===== src/rtl/nibble_add_scan_ctrl_pkg.sv =====
// Shared types and constants for the nibble-serial adder with a multiplexed
// 4-digit seven-segment display.
package nibble_add_scan_ctrl_pkg;

  typedef enum logic [1:0] {
    S_IDLE = 2'd0,
    S_ADD  = 2'd1,
    S_DONE = 2'd2
  } state_e;

  localparam int NIBBLES = 4;

  // Active-low glyphs for 0-F, bit order {g,f,e,d,c,b,a}
  localparam logic [6:0] SEG_LUT [16] = '{
    7'b1000000, 7'b1111001, 7'b0100100, 7'b0110000,
    7'b0011001, 7'b0010010, 7'b0000010, 7'b1111000,
    7'b0000000, 7'b0010000, 7'b0001000, 7'b0000011,
    7'b1000110, 7'b0100001, 7'b0000110, 7'b0001110
  };

endpackage


===== src/rtl/nibble_add_scan_ctrl_cla4.sv =====
// Combinational 4-bit carry-lookahead adder: one nibble slice of the
// serial 16-bit add.
module cla4_nibble
  import nibble_add_scan_ctrl_pkg::*;
(
  input  logic [3:0] a,
  input  logic [3:0] b,
  input  logic       ci,
  output logic [3:0] s,
  output logic       co
);

  logic [3:0] w_g;
  logic [3:0] w_p;
  logic [4:0] w_c;

  assign w_g = a & b;
  assign w_p = a ^ b;

  // Carries are expanded from generate/propagate rather than rippled
  assign w_c[0] = ci;
  assign w_c[1] = w_g[0] | (w_p[0] & ci);
  assign w_c[2] = w_g[1] | (w_p[1] & w_g[0]) | (w_p[1] & w_p[0] & ci);
  assign w_c[3] = w_g[2] | (w_p[2] & w_g[1]) | (w_p[2] & w_p[1] & w_g[0])
                | (w_p[2] & w_p[1] & w_p[0] & ci);
  assign w_c[4] = w_g[3] | (w_p[3] & w_g[2]) | (w_p[3] & w_p[2] & w_g[1])
                | (w_p[3] & w_p[2] & w_p[1] & w_g[0])
                | (w_p[3] & w_p[2] & w_p[1] & w_p[0] & ci);

  assign s  = w_p ^ w_c[3:0];
  assign co = w_c[4];

endmodule


===== src/rtl/nibble_add_scan_ctrl.sv =====
// 16-bit adder processed one nibble per clock through a single CLA slice,
// with the last result shown on a scanned 4-digit seven-segment display.
module nibble_add_scan_ctrl
  import nibble_add_scan_ctrl_pkg::*;
#(
  parameter int SCAN_DIV = 100000
) (
  input  logic        clk,
  input  logic        rst,
  input  logic        start,
  input  logic [15:0] a,
  input  logic [15:0] b,
  input  logic        cin,
  output logic        busy,
  output logic        done,
  output logic [15:0] sum,
  output logic        cout,
  output logic [6:0]  seg,
  output logic [3:0]  an
);

  localparam int CNT_W = (SCAN_DIV > 1) ? $clog2(SCAN_DIV) : 1;

  state_e      r_state;
  state_e      w_next;

  logic [15:0] r_a;
  logic [15:0] r_b;
  logic [15:0] r_work;
  logic [15:0] r_sum;
  logic        r_c;
  logic        r_cout;
  logic [1:0]  r_idx;

  logic [3:0]  w_na;
  logic [3:0]  w_nb;
  logic [3:0]  w_s;
  logic        w_co;
  logic        w_last;

  logic [CNT_W-1:0] r_cnt;
  logic [1:0]  r_dig;
  logic [3:0]  r_an;
  logic [6:0]  r_seg;
  logic [3:0]  w_dig_nib;

  assign w_na   = r_a[{r_idx, 2'b00} +: 4];
  assign w_nb   = r_b[{r_idx, 2'b00} +: 4];
  assign w_last = (r_idx == 2'(NIBBLES - 1));

  cla4_nibble u_cla (
    .a  (w_na),
    .b  (w_nb),
    .ci (r_c),
    .s  (w_s),
    .co (w_co)
  );

  always_ff @(posedge clk or posedge rst) begin
    if (rst) r_state <= S_IDLE;
    else     r_state <= w_next;
  end

  always_comb begin
    w_next = r_state;
    case (r_state)
      S_IDLE:  if (start) w_next = S_ADD;
      S_ADD:   if (w_last) w_next = S_DONE;
      S_DONE:  w_next = S_IDLE;
      default: w_next = S_IDLE;
    endcase
  end

  // Operands are only captured in IDLE, so start pulses while busy are inert
  always_ff @(posedge clk or posedge rst) begin
    if (rst) begin
      r_a    <= '0;
      r_b    <= '0;
      r_c    <= 1'b0;
      r_idx  <= '0;
      r_work <= '0;
      r_sum  <= '0;
      r_cout <= 1'b0;
    end else begin
      case (r_state)
        S_IDLE: begin
          if (start) begin
            r_a   <= a;
            r_b   <= b;
            r_c   <= cin;
            r_idx <= '0;
          end
        end
        S_ADD: begin
          r_work[{r_idx, 2'b00} +: 4] <= w_s;
          r_c   <= w_co;
          r_idx <= r_idx + 2'd1;
          // Top nibble is still in flight, so it is merged straight in
          if (w_last) begin
            r_sum  <= {w_s, r_work[11:0]};
            r_cout <= w_co;
          end
        end
        default: ;
      endcase
    end
  end

  always_ff @(posedge clk or posedge rst) begin
    if (rst) begin
      r_cnt <= '0;
      r_dig <= '0;
    end else if (r_cnt == CNT_W'(SCAN_DIV - 1)) begin
      r_cnt <= '0;
      r_dig <= r_dig + 2'd1;
    end else begin
      r_cnt <= r_cnt + 1'b1;
    end
  end

  assign w_dig_nib = r_sum[{r_dig, 2'b00} +: 4];

  always_ff @(posedge clk or posedge rst) begin
    if (rst) begin
      r_an  <= 4'b1110;
      r_seg <= 7'b1000000;
    end else begin
      r_an  <= ~(4'b0001 << r_dig);
      r_seg <= SEG_LUT[w_dig_nib];
    end
  end

  assign busy = (r_state != S_IDLE);
  assign done = (r_state == S_DONE);
  assign sum  = r_sum;
  assign cout = r_cout;
  assign seg  = r_seg;
  assign an   = r_an;

endmodule


===== config.mk =====
export PLATFORM = sky130hd
export DESIGN_NAME = nibble_add_scan_ctrl
export DESIGN_NICKNAME = d
export VERILOG_FILES = /design/src/rtl/nibble_add_scan_ctrl_pkg.sv /design/src/rtl/nibble_add_scan_ctrl_cla4.sv /design/src/rtl/nibble_add_scan_ctrl.sv
export SDC_FILE = /design/constraint.sdc
export NUM_CORES = 1
export LEC_CHECK = 0
export ABC_AREA = 1
export CORE_MARGIN = 1
export CORE_UTILIZATION = 50
export CTS_CLUSTER_DIAMETER = 120
export DETAILED_ROUTE_END_ITERATION = 8
export GPL_TIMING_DRIVEN = 0
export PLACE_DENSITY = 0.74
export SLEW_MARGIN = 20
export SYNTH_ARGS = -nofsm -noshare
export SYNTH_HDL_FRONTEND = slang
export SYNTH_HIERARCHICAL = 1
export SYNTH_SLANG_ARGS = --single-unit

===== constraint.sdc =====
create_clock -name clk -period 3.65 [get_ports clk]
set_input_delay 0.73 -clock clk [delete_from_list [all_inputs] [get_ports clk]]
set_output_delay 0.73 -clock clk [all_outputs]
set_load 0.02 [all_outputs]

=== Yosys cells after proc, flatten, opt, wreduce, memory -nomap -nowiden ===
Memory sizes are Yosys's and may differ from the RTL's. A register that Yosys moved wholly into a read port is not among the register bits.
Index checks and enable logic that the tools add are counted.

* Output and inout bits: 30
* Word-level logic and storage cells: 75
* Memories: 1
* Flip-flop bits (word level): 93
* Bits of input ports: 36
* Bits in read-only memories: 112

* Equal/unequal tests: 6
* Mux-type cells: 9
* Reduce and logical (&&, ||, !) cells: 7
* Add/sub/neg operators: 4
* Shifts and indexed selects: 6
* Bitwise logic cells: 31

{| class="wikitable"
|+ Memories
! memory !! depth !! bits a word !! rd ports !! clocked after memory_dff !! write ports !! line !! text
|-
| (no name shown) || 16 || 7 || 1 || 1 || 0 || nibble_add_scan_ctrl.sv:129 || <nowiki>r_seg <= SEG_LUT[w_dig_nib];</nowiki>
|}

{| class="wikitable"
|+ Operators with widths
! cell !! count
|-
| $shiftx A16 B5 Y4 || 3
|-
| $add A17 B1 Y17 const B || 1
|-
| $eq A17 B17 Y1 const B || 1
|-
| $mux W17 || 1
|-
| $and A1 B1 Y1 || 16
|-
| $bwmux W16 || 1
|-
| $shift A4 B6 Y16 const A || 1
|-
| $shiftx A4 B6 Y16 || 1
|-
| $or A1 B1 Y1 || 10
|-
| $pmux W2 S2 || 2
|-
| $reduce_and A2 Y1 || 4
|-
| $xor A4 B4 Y4 || 2
|-
| $mux W2 || 3
|-
| $neg A4 Y6 || 1
|-
| $not A4 Y5 || 1
|-
| $add A2 B1 Y2 const B || 2
|-
| $and A4 B4 Y4 || 1
|-
| $eq A2 B2 Y1 const B || 2
|-
| $ne A2 B2 Y1 const B || 2
|-
| $not A4 Y4 || 1
|-
| $reduce_bool A2 Y1 || 2
|-
| $shl A1 B2 Y4 const A || 1
|-
| $eq A2 B1 Y1 const B || 1
|-
| $logic_not A2 Y1 || 1
|-
| 2 further kinds || 2
|}

=== Depth between registers and ports, before layout ===
Gate-level depths: netlist of run 1.

* Depth after elaboration: 9
* Depth in mapped cells: 15
* Depth with buffers taken out: 14

=== Cells and area by module ===
The synthesis of run 1 kept the hierarchy.

{| class="wikitable"
|+ By module, submodules not included
! module !! area an instance (µm²) !! cells an instance !! times used
|-
| nibble_add_scan_ctrl || 4697.0 || 497 || 1
|-
| cla4_nibble || 188.9 || 31 || 1
|}

=== Worst setup path before layout of run 1 ===
No wires, ideal clock.

* Path type: register to register
* Start point: register r_idx[0]
* End point: register r_work[5]
* Stages on the path, launching flop included: 12
* Arrival: 1947 ps
* Buffers on the path: 1
* Path slack: 1621 ps
* Clock period less this slack: 2029 ps
* Cell sequence: dfrtp_1 -> inv_1 -> buf_2 -> nor2_1 -> o22ai_1 -> inv_1 -> fa_1 -> xnor2_1 -> inv_1 -> nor2_1 -> nand3_1 -> o21ai_0

* Elaborated cells between the ends (all ways): 24
* Those cells by class: add/sub: 1; shift: 4; mux: 1; bitwise: 18

{| class="wikitable"
|+ RTL lines
! element !! line !! text
|-
| start, declared || nibble_add_scan_ctrl.sv:33 || <nowiki>logic [1:0] r_idx;</nowiki>
|-
| start signal, assigned || nibble_add_scan_ctrl.sv:97 || <nowiki>r_idx <= r_idx + 2'd1;</nowiki>
|-
| $shiftx A16 B5 Y4 (*) || nibble_add_scan_ctrl.sv:47 || <nowiki>assign w_na = r_a[{r_idx, 2'b00} +: 4];</nowiki>
|-
| net w_na[0] || nibble_add_scan_ctrl.sv:35 || <nowiki>logic [3:0] w_na;</nowiki>
|-
| $xor A4 B4 Y4 || nibble_add_scan_ctrl_cla4.sv:18 || <nowiki>assign w_p = a ^ b;</nowiki>
|-
| $and A1 B1 Y1 || nibble_add_scan_ctrl_cla4.sv:22 || <nowiki>assign w_c[1] = w_g[0] | (w_p[0] & ci);</nowiki>
|-
| $or A1 B1 Y1 (*) || nibble_add_scan_ctrl_cla4.sv:22 ||
|-
| $xor A4 B4 Y4 (*) || nibble_add_scan_ctrl_cla4.sv:30 || <nowiki>assign s = w_p ^ w_c[3:0];</nowiki>
|-
| net w_s[1] || nibble_add_scan_ctrl.sv:37 || <nowiki>logic [3:0] w_s;</nowiki>
|-
| $shiftx A4 B6 Y16 (*) || nibble_add_scan_ctrl.sv:95 || <nowiki>r_work[{r_idx, 2'b00} +: 4] <= w_s;</nowiki>
|-
| $bwmux W16 (*) || nibble_add_scan_ctrl.sv:95 ||
|-
| end signal, assigned by index || nibble_add_scan_ctrl.sv:95 ||
|-
| end, declared || nibble_add_scan_ctrl.sv:29 || <nowiki>logic [15:0] r_work;</nowiki>
|}

Mark *: on every way through the listed nets, which the timed path passes. The rest lies on a longest branch.
A chain may end at the register's enable or synchronous reset.

=== Final worst setup path of run 1 ===
* Start point: register r_idx[1]
* End point: register r_work[7]

* Word-level cells in the longest chain between the ends: 9
* Elaborated cells between the ends (all ways): 24
* Those cells by class: add/sub: 1; shift: 4; mux: 1; bitwise: 18

{| class="wikitable"
|+ Ends and longest elaborated chain
! element !! line !! text
|-
| $shiftx A16 B5 Y4 (*) || nibble_add_scan_ctrl.sv:47 ||
|-
| net w_na[2] || nibble_add_scan_ctrl.sv:35 ||
|-
| $xor A4 B4 Y4 || nibble_add_scan_ctrl_cla4.sv:18 ||
|-
| $and A1 B1 Y1 (on tied branches) || nibble_add_scan_ctrl_cla4.sv:24, nibble_add_scan_ctrl_cla4.sv:25 ||
|-
| $or A1 B1 Y1, or another cell as far along || nibble_add_scan_ctrl_cla4.sv:24 || <nowiki>assign w_c[3] = w_g[2] | (w_p[2] & w_g[1]) | (w_p[2] & w_p[1] & w_g[0])</nowiki>
|-
| $or A1 B1 Y1 or $and A1 B1 Y1 (tied branches) || nibble_add_scan_ctrl_cla4.sv:24, nibble_add_scan_ctrl_cla4.sv:25 ||
|-
| $or A1 B1 Y1 (*) || nibble_add_scan_ctrl_cla4.sv:25 || <nowiki>| (w_p[2] & w_p[1] & w_p[0] & ci);</nowiki>
|-
| $xor A4 B4 Y4 (*) || nibble_add_scan_ctrl_cla4.sv:30 ||
|-
| net w_s[3] || nibble_add_scan_ctrl.sv:37 ||
|-
| $shiftx A4 B6 Y16 (*) || nibble_add_scan_ctrl.sv:95 ||
|-
| $bwmux W16 (*) || nibble_add_scan_ctrl.sv:95 ||
|}

Marks and branches as above.

==> results.py, run 1 <==
metrics = {
    "outcome": {
        "status": "finished, final reports clean",
    },
    "floorplan": {
        "start_util_pct": 52.1,
        "io-pin-count": 66,
        "dieHeight_um": 101,
        "core_area_um2": 9370,
        "die_w_um": 101,
        "dieArea_um2": 10200,
        "num_rows": 35,
    },
    "cts": {
        "htreeDepth": 3,
        "holdBufCountCts": 0,
        "clockBufferDepth": 2,
        "post_cts_buffers": 0,
        "clk_pin_slew_worst_paths_ps": 100,
        "cts_tree": "yes",
        "clockRootBuffer": "clkbuf_8",
        "clkSinkCount": 96,
        "cts_inserted_buffers": 9,
        "cts-resized-gates": 0,
        "clkLatencyLatePin_ps": 350,
    },
    "power": {
        "vdd_drop_max_mv": 0.409,
        "p_per_area_nw_per_um2": 802,
        "p_seq_share_pct": 34.6,
        "p_int_w": 0.00285,
        "swShare_pct": 40.5,
        "p_comb_share_pct": 48.7,
        "clock_power_share_pct": 16.7,
        "p_switching_w": 0.00194,
        "p_leak_nw": 2.89,
    },
    "flow_run": {
        "drv_cap": 0,
    },
    "worst_setup_path": {
        "worstSetupPathType": "reg2reg",
        "cp-end-kind": "register",
        "worstPathArrival_ps": 2810,
        "cp_data_required_time_ps": 3870,
        "worstSetupStartpointType": "register",
        "worstPathMaxFanout": 12,
        "reg2reg_slack_ps": 1070,
    },
    "synthesis": {
        "postSynth.asyncResetShare_pct": 100,
        "synth_ff_type": "dfrtp_1",
        "synth_xor_area_share_pct": 1.43,
        "synth_top_family_by_area": "simple AND/OR/NAND/NOR gates",
        "yosys.area_share.simple_pct": 20.6,
        "synth.distinct_cells": 34,
        "synth_compound_area_share_pct": 7.07,
        "synthAdderAreaFrac_pct": 5.53,
        "ys_warn_count": 6,
        "synth_edf_count": 0,
        "ys_ff_latch": 96,
        "synth_area_um2": 4890,
        "yosys.area.top_type": "dfrtp_1",
        "synth_area_per_cell_um2": 9.25,
        "synth_cells": 528,
        "synth_most_common_cell": "nand2_1",
        "synth.top_cells.by_count": "nand2_1, dfrtp_1, inv_1, nor2_1",
        "ys_seq_area_share_pct": 49.3,
        "syn-num-nets": 585,
        "synth_area_leaders": "dfrtp_1, nand2_1, mux2_4, ha_1, inv_1",
        "synth_top_area_share_pct": 47.1,
        "synthMuxAreaShare_pct": 8.91,
    },
    "detailed_routing": {
        "wl_per_cell_um": 13.3,
        "drc_errors": 0,
        "dr.first_iter.drc_count": 171,
        "wl_um": 9830,
        "dr.pass1.iters": 5,
        "postRouteAntennaNets": 0,
        "viasPerCell": 5.10,
        "vias": 3768,
    },
    "global_route": {
        "antenna_found_initial": 0,
        "grt.overflow.total": 0,
        "grt_max_degree": 56,
        "grt_pass1_wl_um": 17200,
        "grt_util_all_layers_pct": 21.6,
        "grt_pass1_vias": 3729,
    },
    "timing": {
        "max_slew_margin_pct": 71.8,
        "setup_viol": 0,
        "fin_ws_ps": 1070,
        "hold_viol": 0,
        "fmax_mhz": 387,
        "fin_setup_tns_ps": 0,
        "tightest_slew_ps": 420,
        "slew_violations": 0,
        "rsz0062_at_grt": "no",
        "period_needed_ps": 2580,
        "finClkSkew_ps": 9.38,
        "fin_crit_sh_pct": 70.8,
        "holdWs_ps": 488,
    },
    "finish": {
        "final_cells": 739,
        "area_growth_pct": 22.0,
        "fin_area_um2": 5960,
        "fillCellCount": 816,
        "final_nets": 662,
        "drive_above_1_share_pct": 11.6,
        "antennaDiodeCount": 0,
    },
    "place": {
        "place_congestion": 0.851,
        "dp_cells": 723,
        "dp_slack_ps": 1100,
        "portBuffers": 65,
        "dpl_cell_area_um2": 5730,
        "hpwl_um": 7290,
    },
    "worst_hold_path": {
        "hold_class": "reg2reg",
    },
}
[cell families (layout without fill, tap and decap cells)]
family,Yosys count,after routing
muxes,32,32
DFF,96,96
AOI/OAI and AO/OA,62,62
adders and majority gates,21,21
buffers and inverters,81,163
and+or+nand+nor,228,228
xor gates and xnor gates,8,8
[registers in the layout, indices dropped and copies added (netlist names)]
register,cells
r_work,12
r_c,1
r_b,16
seg,7
an,4
r_idx,2
cout,1
sum,16
r_a,16
r_cnt,17
r_dig,2
r_state,2
[cell type report]
cell class / count / area, um2 / area share (%)
Sequential cell: 96 / 2410 / 40.4
Multi-Input combinational cell: 351 / 2130 / 35.7
Timing Repair Buffer: 66 / 678 / 11.4
Inverter: 71 / 272 / 4.55
Tap cell: 129 / 161 / 2.71
Clock buffer: 12 / 155 / 2.60
Buffer: 10 / 86.3 / 1.45
Clock inverter: 4 / 76.3 / 1.28
[worst paths after layout]
path / from / end / depth (start not counted)
setup / recovery: r_idx[1] / r_work[7] / 13
hold / removal: cout / cout / 2
setup reg to reg: r_idx[1] / r_work[7] / 13
hold reg to reg: cout / cout / 2
max in group asynchronous: rst / an[1] / 3
min in group asynchronous: rst / r_cnt[3] / 2
[routing by layer]
layer | global-route usage, % | wire (um) | vias up
li1 | - | - | 1863
met1 | 28.1 | 4550 | 1814
met2 | 36.8 | 4790 | 76
met3 | 3.12 | 330 | 15
met4 | 7.69 | 161 | 0
met5 | 0 | 0 | -
[worst max-delay path, cell delays in order, from the launching register on]
cell and delay (ps):
dfrtp_1 560, clkinv_1 390, o21ai_0 200, o22ai_1 120
ha_1 370, or2_0 210, nand2_1 90, nand2_1 50
nand2_1 50, nand2_1 50, inv_1 110, nor2_1 70
nand3_1 90, o21ai_0 100
[power groups by stage]
stage / registers, W / clock network (W) / logic (W)
floorplan: 0.00171 / 0 / 0.00158
global placement: 0.00166 / 0 / 0.00225
detailed placement: 0.00167 / 0 / 0.00231
CTS: 0.00165 / 0.000805 / 0.00234
global route: 0.00169 / 0.000850 / 0.00262
finish: 0.00166 / 0.000798 / 0.00233
[per-stage QoR]
stage,utilization [%],power [W]
after floorplan,-,0.00329
after global placement,60.8,0.00391
after detailed placement,61.1,0.00399
after CTS,63.6,0.00480
after global routing,63.6,0.00516
final,63.6,0.00478
[placed cells by master, fill, tap and decap left out, types with 6 or more instances in the layout]
master,count
mux2_4,20
clkdlybuf4s50_1,65
xor2_1,6
nor2_1,56
ha_1,20
o21ai_0,39
inv_1,65
mux2_1,7
dfrtp_1,92
o22ai_1,17
nand3_1,39
clkbuf_8,11
nand2_1,107
nand4_1,9
Note: power is estimated with default switching activity, not from simulation.
==> run 2: changes to the inputs <==
==> constraint.sdc (replaced) <==
create_clock -name clk -period 2.45 [get_ports clk]
set_input_delay 0.49 -clock clk [delete_from_list [all_inputs] [get_ports clk]]
set_output_delay 0.49 -clock clk [all_outputs]
set_load 0.02 [all_outputs]
==> results.py, run 2 (synthesized netlist as in run 1, its figures left out) <==
metrics = {
    "timing": {
        "fmax_mhz": 424,
        "period_needed_ps": 2360,
        "fin_crit_sh_pct": 96.3,
        "finClkSkew_ps": 7.97,
        "hold_viol": 0,
        "rsz0062_at_grt": "yes",
        "setup_viol": 0,
        "slew_violations": 0,
        "holdWs_ps": 458,
        "fin_setup_tns_ps": 0,
        "max_slew_margin_pct": 70.2,
        "tightest_slew_ps": 445,
    },
    "worst_setup_path": {
        "cp_data_required_time_ps": 2690,
        "cpMaxStageDelayCell": "dfrtp_2",
        "cp_slowest_stage_delay_ps": 480,
        "worstPathMaxFanout": 10,
        "cp-end-kind": "register",
        "reg2reg_slack_ps": 90,
        "path_cells": "clkbuf_4, o21ai_1, o22ai_1, ha_1, or2_0, nand2_1, nand2_1, nand2_1, nand2_1, inv_1, nor2_1, nand3_1, o21ai_0",
        "cp_common_cell": "nand2_1",
        "worstPathArrival_ps": 2600,
        "worstSetupStartpointType": "register",
        "worstSetupPathType": "reg2reg",
    },
    "finish": {
        "fillCellCount": 788,
        "layout_commonest_cell": "nand2_1",
        "final_nets": 671,
        "fin_area_um2": 6040,
        "multi_input_area_um2": 2130,
        "fin_util_pct": 64.4,
        "drive_above_1_share_pct": 13.9,
        "ff_latch_area_um2": 2410,
        "antennaDiodeCount": 0,
        "final_cells": 748,
        "final_cell_mix": "nand2_1, dfrtp_1, clkdlybuf4s50_1",
        "largest_register_ffs": 17,
        "area_growth_pct": 23.5,
        "largest_register": "r_cnt",
    },
    "global_route": {
        "grt_util_all_layers_pct": 22.8,
        "grt_pass1_wl_um": 18000,
        "grt_pass1_vias": 3831,
        "grt.overflow.total": 0,
        "antenna_found_initial": 0,
        "grt_max_degree": 35,
    },
    "floorplan": {
        "start_util_pct": 52.1,
        "num_rows": 35,
        "die_w_um": 101,
        "dieArea_um2": 10200,
        "io-pin-count": 66,
        "core_area_um2": 9370,
        "dieHeight_um": 101,
    },
    "cts": {
        "clkLatencyLatePin_ps": 360,
        "htreeDepth": 3,
        "clockRootBuffer": "clkbuf_8",
        "clockBufferDepth": 2,
        "clkSinkCount": 96,
        "cts_inserted_buffers": 9,
        "cts_tree": "yes",
        "clk_pin_slew_worst_paths_ps": 100,
    },
    "detailed_routing": {
        "wl_per_cell_um": 13.8,
        "postRouteAntennaNets": 0,
        "drc_errors": 0,
        "viasPerCell": 5.12,
        "vias": 3833,
        "dr.pass1.iters": 6,
        "wl_um": 10400,
        "dr.first_iter.drc_count": 127,
    },
    "place": {
        "place_congestion": 0.868,
        "dp_cells": 725,
        "portBuffers": 65,
        "dpl_cell_area_um2": 5770,
        "hpwl_um": 7610,
    },
    "worst_hold_path": {
        "hold_class": "in2async",
    },
    "flow_run": {
        "drv_cap": 0,
    },
    "power": {
        "p_leak_nw": 2.92,
        "p_per_area_nw_per_um2": 1220,
        "vdd_drop_max_mv": 0.688,
    },
    "outcome": {
        "status": "finished, final reports clean",
    },
}
-- run 2: cell types whose count changed in the layout (fill, tap and decap cells not counted), sizes merged --
| cell | change |
|---|---|
| bufinv | -2 |
| buf | +8 |
| clkbuf | -1 |
| clkinv | -2 |
| clkinvlp | +2 |
| inv | +4 |
-- run 2: critical path: cells and delay by family (launching register included) --
family,cells,cell delay [ps]
simple gates,7,700
flops,1,480
compound gates,3,360
fa+ha+maj,1,350
buf+inv,2,320
-- run 2: what timing repair did --
item,in CTS,in global routing
setup buffers,0,7
resized for setup,3,11
hold buffers,0,0
pin swaps,0,4
setup endpoints to repair,3,11
-- run 2: area by class of cell --
class,instances,share of cell area (%)
Tap cell,129,2.67
Timing Repair Buffer,75,12.8
Buffer,10,1.68
Clock inverter,6,0.829
Inverter,71,4.52
Clock buffer,10,2.28
Sequential cell,96,39.9
Multi-Input combinational cell,351,35.3
-- run 2: per-layer routing --
layer	global-route usage, %	share of wire, %	routed length (um)	vias to the layer above
met5	0	0	0	-
met4	7.02	1.7	174	0
met3	4.23	3.4	356	19
met2	39.7	50	5160	101
met1	29.0	45	4660	1831
li1	-	-	-	1882
-- run 2: metrics by stage --
step           power [W]  setup slack (ps)
2_1_floorplan    0.00489               421
3_3_place_gp     0.00583              -121
5_1_grt          0.00790             -66.7
3_5_place_dp     0.00601             -69.3
6_report         0.00735              89.6
4_1_cts          0.00706              44.3
-- run 2: path summary, 6_finish.rpt --
path | cells after the start | to | from
min in group clk | 2 | cout | cout
hold reg to reg | 2 | cout | cout
max in group asynchronous | 3 | r_idx[0] | rst
setup / recovery | 13 | r_work[7] | r_idx[0]
setup reg to reg | 13 | r_work[7] | r_idx[0]
hold / removal | 2 | r_b[12] | rst
-- run 2: power breakdown --
part	total, W	internal, W	switching (W)
clock	0.00101	0.000412	0.000596
sequential	0.00248	0.00211	0.000368
combinational	0.00386	0.00172	0.00214
==> run 3: changes to the inputs <==
--- a/config.mk
+++ b/config.mk
@@ -11,6 +11,7 @@
 export CTS_CLUSTER_DIAMETER = 120
 export DETAILED_ROUTE_END_ITERATION = 8
 export GPL_TIMING_DRIVEN = 0
+export MAX_ROUTING_LAYER = met4
 export PLACE_DENSITY = 0.74
 export SLEW_MARGIN = 20
 export SYNTH_ARGS = -nofsm -noshare
==> results.py, run 3 (synthesized netlist as in run 1, its figures left out) <==
metrics = {
    "outcome": {
        "status": "finished, final reports clean",
    },
    "timing": {
        "fin_setup_tns_ps": 0,
        "setup_viol": 0,
        "period_needed_ps": 2260,
        "finClkSkew_ps": 19.8,
        "rsz0062_at_grt": "no",
        "max_slew_margin_pct": 69.6,
        "hold_viol": 0,
        "tightest_slew_ps": 455,
        "fmax_mhz": 442,
        "slew_violations": 0,
        "fin_crit_sh_pct": 92.3,
    },
    "worst_setup_path": {
        "r2r_start": "r_idx[0]",
        "crit_family": "simple AND/OR/NAND/NOR gates",
        "cp_data_required_time_ps": 2710,
        "worstPathArrival_ps": 2520,
        "cp_slowest_stage_delay_ps": 480,
        "cp-startpoint": "r_idx[0]",
        "worstPathMaxFanout": 12,
        "cp_common_cell": "nand2_1",
        "cp-end-kind": "register",
        "worstSetupPathType": "reg2reg",
        "worstSetupStartpointType": "register",
        "critPathBufInv": 3,
        "cpMaxStageDelayCell": "dfrtp_2",
        "path_cells": "inv_2, buf_6, nor2_1, o22ai_1, ha_1, or2_0, nand2_1, nand2_1, nand2_1, nand2_1, inv_2, nor2_2, nand3_1, o21ai_0",
    },
    "cts": {
        "htreeDepth": 3,
        "clk_pin_slew_worst_paths_ps": 110,
        "clockBufferDepth": 2,
        "clockRootBuffer": "clkbuf_8",
        "cts_tree": "yes",
        "holdBufCountCts": 0,
        "cts_inserted_buffers": 9,
        "clkLatencyLatePin_ps": 380,
        "clkSinkCount": 96,
    },
    "place": {
        "dp_cells": 725,
        "hpwl_um": 7490,
        "dpl_cell_area_um2": 5770,
        "portBuffers": 65,
        "place_congestion": 0.876,
    },
    "detailed_routing": {
        "drc_errors": 0,
        "viasPerCell": 5.06,
        "dr.first_iter.drc_count": 146,
        "postRouteAntennaNets": 0,
        "wl_um": 9920,
        "dr.pass1.iters": 7,
        "vias": 3776,
        "wl_per_cell_um": 13.3,
    },
    "finish": {
        "ff_latch_area_um2": 2410,
        "largest_register_ffs": 17,
        "multi_input_area_um2": 2130,
        "largest_register": "r_cnt",
        "fillCellCount": 800,
        "antennaDiodeCount": 0,
        "layout_commonest_cell": "nand2_1",
        "final_nets": 669,
        "final_cell_mix": "nand2_1, dfrtp_1, clkdlybuf4s50_1",
        "final_cells": 746,
        "drive_above_1_share_pct": 13.8,
        "fin_area_um2": 6040,
        "area_growth_pct": 23.6,
    },
    "power": {
        "vdd_drop_max_mv": 0.591,
        "finalPower_w": 0.00727,
        "p_per_area_nw_per_um2": 1200,
        "p_leak_nw": 2.92,
    },
    "flow_run": {
        "drv_cap": 0,
    },
    "global_route": {
        "grt_max_degree": 32,
        "grt_pass1_vias": 3753,
        "grt_util_all_layers_pct": 22.2,
        "grt_pass1_wl_um": 17100,
        "antenna_found_initial": 0,
        "grt.overflow.total": 0,
    },
    "floorplan": {
        "num_rows": 35,
        "io-pin-count": 66,
        "dieArea_um2": 10200,
        "core_area_um2": 9370,
        "die_w_um": 101,
        "dieHeight_um": 101,
        "start_util_pct": 52.1,
    },
    "worst_hold_path": {
        "hold_class": "in2async",
    },
}
-- run 3: per-layer routing --
| layer | part of all wire [%] | global-route usage [%] | vias to the layer above |
|---|---|---|---|
| li1 | - | - | 1872 |
| met1 | 45 | 26.8 | 1801 |
| met2 | 50 | 38.0 | 85 |
| met3 | 3.6 | 2.98 | 18 |
| met4 | 1.7 | 8.36 | 0 |
| met5 | 0 | - | - |
-- run 3: where the power goes --
part | internal [W] | switching (W) | total [W] | leakage, nW
sequential | 0.00211 | 0.000359 | 0.00247 | 1.22
combinational | 0.00167 | 0.00203 | 0.00370 | 1.60
clock | 0.000495 | 0.000611 | 0.00111 | 0.104
total | 0.00427 | 0.00300 | 0.00727 | 2.92
-- run 3: path summary, 6_finish.rpt --
path | to | slack, ps | depth (start not counted)
max in group asynchronous | an[2] | 1450 | 3
max | r_work[7] | 190 | 14
min in group clk | cout | 490 | 2
min | r_a[1] | 480 | 2
min reg2reg | cout | 490 | 2
max reg2reg | r_work[7] | 190 | 14
-- run 3: area by class of cell --
class	count	share of cell area, %
clock buffer	9	2.05
tap	129	2.67
multi-input combinational	351	35.2
clock inverter	7	1.43
inverter	71	4.52
buffer	10	1.68
timing repair buffer	73	12.5
sequential	96	39.9
-- run 3: what timing repair did --
action                                  in CTS  in global routing
endpoints found under the setup margin       4                  9
resized for setup                            3                 12
setup buffers                                0                  5
pin swaps                                    0                  2
-- run 3: stage by stage --
step           hold WS (ps)  setup WS (ps)  util, %
6_report                479            189     64.4
3_3_place_gp            469           -122     60.8
5_1_grt                 501           7.16     64.4
4_1_cts                 482           36.4     63.9
2_1_floorplan           452            421        -
3_5_place_dp            470           -111     61.6
-- run 3: worst register-to-register path: stages, from the launching register on --
cell	delay, ps
dfrtp_2	480
inv_2	120
buf_6	160
nor2_1	50
o22ai_1	230
ha_1	320
or2_0	220
nand2_1	90
nand2_1	60
nand2_1	50
nand2_1	60
inv_2	90
nor2_2	50
nand3_1	90
o21ai_0	90
